===== src/rtl/hazard_ctrl.sv =====
// hazard_ctrl: stall/flush scheduler for the 5-stage pipeline with HLT drain FSM
//   Detects load-use and decode-branch hazards, squashes the fetch slot on a
//   decode-resolved mispredict, drains the pipe on HLT and then halts.
//   Inputs : clk, rst_n (sync, active low), ID-stage source regs/usage/branch
//            info, ID/EX and EX/MEM destination/control fields, mem_stall,
//            MEM_WB_HLT.
//   Outputs: PC_stall, IF_ID_stall, IF_ID_flush, ID_EX_flush, pipe_freeze,
//            halted (sticky), stall_cnt / flush_cnt (saturating, CNT_W bits).
module hazard_ctrl #(
  parameter int CNT_W = 16
) (
  input  logic             clk,
  input  logic             rst_n,
  input  logic [3:0]       ID_SrcReg1,
  input  logic [3:0]       ID_SrcReg2,
  input  logic             ID_src1_used,
  input  logic             ID_src2_used,
  input  logic             ID_is_branch,
  input  logic             ID_is_BR,
  input  logic             ID_update_PC,
  input  logic             ID_HLT,
  input  logic [3:0]       ID_EX_reg_rd,
  input  logic             ID_EX_RegWrite,
  input  logic             ID_EX_MemRead,
  input  logic             ID_EX_flag_wr,
  input  logic [3:0]       EX_MEM_reg_rd,
  input  logic             EX_MEM_MemRead,
  input  logic             mem_stall,
  input  logic             MEM_WB_HLT,
  output logic             PC_stall,
  output logic             IF_ID_stall,
  output logic             IF_ID_flush,
  output logic             ID_EX_flush,
  output logic             pipe_freeze,
  output logic             halted,
  output logic [CNT_W-1:0] stall_cnt,
  output logic [CNT_W-1:0] flush_cnt
);
  typedef enum logic [1:0] {RUN, DRAIN, HALTED} state_t;
  state_t r_state, w_next;
  logic w_lu, w_bf, w_br1, w_br2, w_haz, w_flush_inc, w_stall_inc;
  logic [CNT_W-1:0] r_stall_cnt, r_flush_cnt;
  // R0 is hardwired zero, so a write to it never creates a dependency
  assign w_lu  = ID_EX_MemRead && ID_EX_reg_rd != 4'd0 &&
                 ((ID_src1_used && ID_EX_reg_rd == ID_SrcReg1) ||
                  (ID_src2_used && ID_EX_reg_rd == ID_SrcReg2));
  // conditional B reads flags that the EX-stage instruction is still producing
  assign w_bf  = ID_is_branch && !ID_is_BR && ID_EX_flag_wr;
  // BR reads Rs in decode, so any producer in EX, or a load in MEM, must finish first
  assign w_br1 = ID_is_BR && ID_EX_RegWrite && ID_EX_reg_rd != 4'd0 &&
                 ID_EX_reg_rd == ID_SrcReg1;
  assign w_br2 = ID_is_BR && EX_MEM_MemRead && EX_MEM_reg_rd != 4'd0 &&
                 EX_MEM_reg_rd == ID_SrcReg1;
  assign w_haz = w_lu || w_bf || w_br1 || w_br2;
  assign w_stall_inc = rst_n && r_state == RUN && w_haz && !mem_stall;
  always_comb begin
    w_next      = r_state;
    PC_stall    = 1'b0;
    IF_ID_stall = 1'b0;
    IF_ID_flush = 1'b0;
    ID_EX_flush = 1'b0;
    pipe_freeze = 1'b0;
    w_flush_inc = 1'b0;
    if (!rst_n) begin
      IF_ID_flush = 1'b1;
      ID_EX_flush = 1'b1;
      w_next      = RUN;
    end else if (r_state == HALTED || mem_stall) begin
      PC_stall    = 1'b1;
      IF_ID_stall = 1'b1;
      pipe_freeze = 1'b1;
    end else if (r_state == DRAIN) begin
      // fetch is stopped and NOPs follow the HLT down the pipe until it retires
      PC_stall    = 1'b1;
      IF_ID_flush = 1'b1;
      w_next      = MEM_WB_HLT ? HALTED : DRAIN;
    end else if (w_haz) begin
      // a mispredict seen now is dropped; the branch resolves again next cycle
      PC_stall    = 1'b1;
      IF_ID_stall = 1'b1;
      ID_EX_flush = 1'b1;
    end else begin
      IF_ID_flush = ID_update_PC;
      w_flush_inc = ID_update_PC;
      w_next      = ID_HLT ? DRAIN : RUN;
    end
  end
  always_ff @(posedge clk) begin
    if (!rst_n) begin
      r_state     <= RUN;
      r_stall_cnt <= '0;
      r_flush_cnt <= '0;
    end else begin
      r_state <= w_next;
      if (w_stall_inc && r_stall_cnt != '1) r_stall_cnt <= r_stall_cnt + 1'b1;
      if (w_flush_inc && r_flush_cnt != '1) r_flush_cnt <= r_flush_cnt + 1'b1;
    end
  end
  assign halted    = r_state == HALTED;
  assign stall_cnt = r_stall_cnt;
  assign flush_cnt = r_flush_cnt;
endmodule


===== config.mk =====
export PLATFORM = sky130hd
export DESIGN_NAME = hazard_ctrl
export DESIGN_NICKNAME = d
export VERILOG_FILES = /design/src/rtl/hazard_ctrl.sv
export SDC_FILE = /design/constraint.sdc
export NUM_CORES = 1
export LEC_CHECK = 0
export CORE_MARGIN = 8
export CORE_UTILIZATION = 35
export CTS_CLUSTER_DIAMETER = 120
export DETAILED_ROUTE_END_ITERATION = 6
export GPL_TIMING_DRIVEN = 0
export PLACE_DENSITY_LB_ADDON = 0.1
export SLEW_MARGIN = 20
export SYNTH_ARGS = -nofsm -noshare
export SYNTH_HDL_FRONTEND = slang
export SYNTH_SLANG_ARGS = --single-unit

===== constraint.sdc =====
create_clock -name clk -period 3.05 [get_ports clk]
set_input_delay 0.61 -clock clk [delete_from_list [all_inputs] [get_ports clk]]
set_output_delay 0.61 -clock clk [all_outputs]
set_load 0.1 [all_outputs]

# ---- Word-level counts from Yosys, hierarchy flattened
# Cells that the tools add are included.
dict set report totals {
  ff_bits 34
  output_inout_bits 38
  wordCells 64
}
dict set report classes {
  addsub 2
  eq_ne 8
  muxes 22
  n_bitwise 1
  n_reduce_logical 28
}
# cell n
set ops {}
lappend ops {{adder 16 x 1 -> 16 bit, second input constant} 2}
lappend ops {{inequality test 16 bit, second input constant} 2}
lappend ops {{two-way mux 1 bit} 19}
lappend ops {{logical AND 1 bit} 17}
lappend ops {{== test 4 bit} 3}
lappend ops {{nonzero test 4 bit} 2}
lappend ops {{two-way mux 2 bit} 3}
lappend ops {{logical OR 1 bit} 5}
lappend ops {{== test 2 x 1 -> 1 bit, second input constant} 1}
lappend ops {{== test 2 bit, second input constant} 1}
lappend ops {{logical NOT 1 bit} 2}
lappend ops {{logical NOT 2 bit} 1}
lappend ops {{inequality test 2 x 1 -> 1 bit, second input constant} 1}
lappend ops {{AND reduction 2 bit} 1}
lappend ops {{NOT 1 bit} 1}

# ---- Longest topological paths before layout
dict set report depth {
  depth_word 12
  ltp_mapped 9
  mapped_depth_nobuf 8
}

# ---- Least setup slack after synthesis
# OpenSTA, ideal clock, no wires.
dict set report synth_path {
  path_type {register -> output}
  from {register r_state[1]}
  to {output port IF_ID_flush}
  arrival_ns 4.240
  required_time_ns 2.440
  slack_ns -1.800
  path_stages_with_launch 5
  n_path_buf 0
  cell_sequence {dfxtp_1 -> nor2b_1 -> nor2_1 -> nor2_1 -> nor2_1}
}
dict set report synth_between {
  elab_chain_len 4
  word_cells_on_any_way 6
  classes_between {eq/ne (2); mux (3); reduce/logical (1)}
}
# item line_no
set synth_rtl {}
lappend synth_rtl {{start: declaration} 40} ;# state_t r_state, w_next;
lappend synth_rtl {{start signal: assignment} 94} ;# r_state <= w_next;
lappend synth_rtl {{== test 2 bit} n/a}
lappend synth_rtl {{via halted} 35} ;# output logic halted,
lappend synth_rtl {{logical OR 1 bit} 68} ;# end else if (r_state == HALTED || mem_stall) begin
lappend synth_rtl {{two-way mux 1 bit} 68}
lappend synth_rtl {{two-way mux 1 bit} 64} ;# if (!rst_n) begin
lappend synth_rtl {{end: declaration} 32} ;# output logic IF_ID_flush,
# The timed path passes the listed nets, and every way through them passes these cells.

# ---- Worst setup path in the final report
dict set report layout_path {
  from {input port ID_EX_MemRead}
  to {output port ID_EX_flush}
}
dict set report layout_between {
  elab_chain_len 9
}
# item line_no
set layout_rtl {}
lappend layout_rtl {{start: declaration} 24} ;# input logic ID_EX_MemRead,
lappend layout_rtl {{logical AND 1 bit (2 in series)} 44} ;# assign w_lu = ID_EX_MemRead && ID_EX_reg_rd != 4'd0 &&
lappend layout_rtl {{logical OR 1 bit (3 in series)} 54} ;# assign w_haz = w_lu || w_bf || w_br1 || w_br2;
lappend layout_rtl {{two-way mux 1 bit} 77} ;# end else if (w_haz) begin
lappend layout_rtl {{two-way mux 1 bit} 72} ;# end else if (r_state == DRAIN) begin
lappend layout_rtl {{two-way mux 1 bit} 68}
lappend layout_rtl {{two-way mux 1 bit} 64}
lappend layout_rtl {{end: declaration} 33} ;# output logic ID_EX_flush,
# Every way passes these cells.

==> flow_metrics.env <==
export IMPL_gp_congestion=0.738
export IMPL_fp_dieH_microns=90.2
export IMPL_regArea_sq_um=681
export IMPL_rsz0062_at_grt="no"
export IMPL_ir_drop_v=0.000216
export IMPL_yosys_area_top_type="dfxtp_1"
export IMPL_yosys_area_top_type_share_pct=35.3
export IMPL_grt_max_degree=11
export IMPL_io_pins=68
export IMPL_yosysWarnings=0
export IMPL_tns_ns=0
export IMPL_multi_input_area_sq_mm=0.00123
export IMPL_die_area_sq_mm=0.00813
export IMPL_drtPass1Iterations=4
export IMPL_grt_pass1_wl_mm=9.36
export IMPL_ys_flop_type="dfxtp_1"
export IMPL_layout_common_cells="56 x clkdlybuf4s50_1, 34 x dfxtp_1, 28 x nor2_1"
export IMPL_routedWlPerCell_microns=14.4
export IMPL_required_ns=2.44
export IMPL_antenna_cells=0
export IMPL_dieWidth_microns=90.2
export IMPL_place_inst=376
export IMPL_cp_top_family="buffers and inverters"
export IMPL_fin_skew_ns=0.00507
export IMPL_fillers=507
export IMPL_slew_violations=0
export IMPL_drcViolationCount=0
export IMPL_rows=27
export IMPL_critPathMaxStageDelay_ns=0.47
export IMPL_grt_pass1_vias=1886
export IMPL_synth_area_sq_mm=0.00193
export IMPL_initial_core_util_pct=35.6
export IMPL_finalSetupViolations=0
export IMPL_cts_buffer_depth=2
export IMPL_ys_top_cells_by_area="dfxtp_1 35%, xor2_1 6.8%, xnor2_1 6.4%, nor2_1 6.0%, nand2_1 4.3%"
export IMPL_drtAntennaViolNets=0
export IMPL_path_buf_inv=4
export IMPL_endpoint_kind="output pin"
export IMPL_ys_ff_latch=34
export IMPL_fp_coreArea_sq_mm=0.00541
export IMPL_syn_nets=269
export IMPL_viasPerCell=4.99
export IMPL_grt_ovfl_total=0
export IMPL_crit_fanout=4
export IMPL_clockRootBuffer="clkbuf_8"
export IMPL_p_leak_nw=1.02
export IMPL_grt_util_all_layers_pct=13.7
export IMPL_wl_mm=5.54
export IMPL_tightestPinTransition_ns=0.983
export IMPL_synthArstFlopShare_pct=0
export IMPL_slew_headroom_pct=34.2
export IMPL_status="finished, final reports clean"
export IMPL_power_density_mw_per_mm2=384
export IMPL_fin_area_sq_mm=0.00289
export IMPL_antenna_found_initial=0
export IMPL_drv_cap=0
export IMPL_final_cells=386
export IMPL_worstPathCellList="clkdlybuf4s50_1, a22oi_1, nor4_1, o21ai_1, o2111ai_2, buf_6, inv_4, o31ai_4, buf_12"
export IMPL_arrival_ns=2.32
export IMPL_fmax_mhz=341
export IMPL_min_period_over_period_pct=96.1
export IMPL_synth_cell_type_count=41
export IMPL_final_nets=346
export IMPL_pre_cts_slack_ns=-1.29
export IMPL_dp_hpwl_mm=4.21
export IMPL_post_route_worst_setup_slack_ns=0.120
export IMPL_synth_edf_count=0
export IMPL_htree_levels=2
export IMPL_drive_gt1_share_pct=14.6
export IMPL_drt_iter0_drc=70
export IMPL_fin_crit_ns=2.93
export IMPL_syn_inst=237
export IMPL_final_hold_viol_count=0
export IMPL_crit_type="in2out"
export IMPL_ys_seq_area_share_pct=35.3
export IMPL_cp_start_kind="input port"
export IMPL_clkTransAtPathRegs_ns=0.07
export IMPL_cts_tree="built"
export IMPL_hold_path_class="reg2reg"
export IMPL_vias=1928
export IMPL_syn_area_per_cell_sq_um=8.12
export IMPL_cts_buffers=5
export IMPL_area_growth_pct=50.2
export IMPL_portBuffers=67
export IMPL_cpMaxStageDelayCell="clkdlybuf4s50_1"
export IMPL_placed_cell_area_sq_mm=0.00273
export IMPL_layout_commonest_cell="clkdlybuf4s50_1"
export IMPL_cts_sinks=34
export IMPL_worstSkewPairLatency_ns=0.28
-- worst register-to-register path: cells and delay by family, from the launching register on --
family	cells	cell delay [ns]
buf+inv	1	0.25
fa+ha+maj	1	0.21
xor+xnor	1	0.15
flops	1	0.34
simple gates	6	1.07
-- layer usage --
metal | global-route usage (%) | vias to the layer above | part of all wire, %
met5 | 0 | - | 0
met4 | 3.74 | 0 | 0.69
met3 | 4.57 | 5 | 5.8
met2 | 22.0 | 55 | 45
met1 | 17.2 | 878 | 48
li1 | - | 990 | -
-- report_power, final --
group	switching, mW	internal, mW
logic	0.143	0.0854
clock network	0.164	0.261
registers	0.00749	0.448
total	0.315	0.795
-- logic make-up after synthesis --
family	share of synthesized area (%)
and+or+nand+nor	36.5
DFF	35.3
xor gates and xnor gates	13.2
AOI/OAI and AO/OA	8.32
buffers and inverters	3.83
muxes	1.56
adders and majority gates	1.30
-- repair_timing --
action                                  in CTS  in global routing
gates resized for setup                     40                  6
buffers inserted                             4                  0
hold buffers                                 0                  0
endpoints found under the hold margin        0                  0
pin swaps                                    3                  2
gates cloned                                 0                  0
endpoints found under the setup margin       5                  4
-- path summary, 6_finish.rpt --
check,from,depth (start not counted),endpoint,slack (ns)
worst max-delay path,ID_EX_MemRead,9,ID_EX_flush,0.12
worst min register to register,flush_cnt[2],1,flush_cnt[2],0.50
worst max register to register,flush_cnt[0],9,flush_cnt[6],0.91
worst min-delay path,flush_cnt[2],1,flush_cnt[2],0.50
-- sequential cells by signal, indices dropped and copies added, names as in the netlist --
register   cells
stall_cnt     16
r_state        2
flush_cnt     16
-- cells in the mapped netlist, types with 5 or more instances --
library cell,count
a21oi_1,9
and3_1,5
clkbuf_1,5
dfxtp_1,34
nand2_1,22
nand3_1,14
nand4_1,10
nor2_1,31
nor3_1,10
nor3_2,6
o21ai_0,8
or3_1,5
xnor2_1,14
xor2_1,15
-- cell type report --
class / instances / area share (%)
Buffer: 10 / 2.08
Clock buffer: 6 / 2.85
Clock inverter: 1 / 1.04
Inverter: 4 / 0.606
Multi-Input combinational cell: 188 / 42.4
Sequential cell: 34 / 23.5
Tap cell: 72 / 3.11
Timing Repair Buffer: 71 / 24.4
-- stage by stage --
step                      hold slack [ns]  power [mW]  utilization [%]
after floorplan                     0.557       0.605                -
after global placement              0.471       0.685             50.5
after detailed placement            0.479       0.686             50.5
after CTS                           0.502        1.12             53.1
after global routing                0.543        1.16             53.5
final                               0.499        1.11             53.5
No activity file was read; power rests on OpenSTA's default activity.
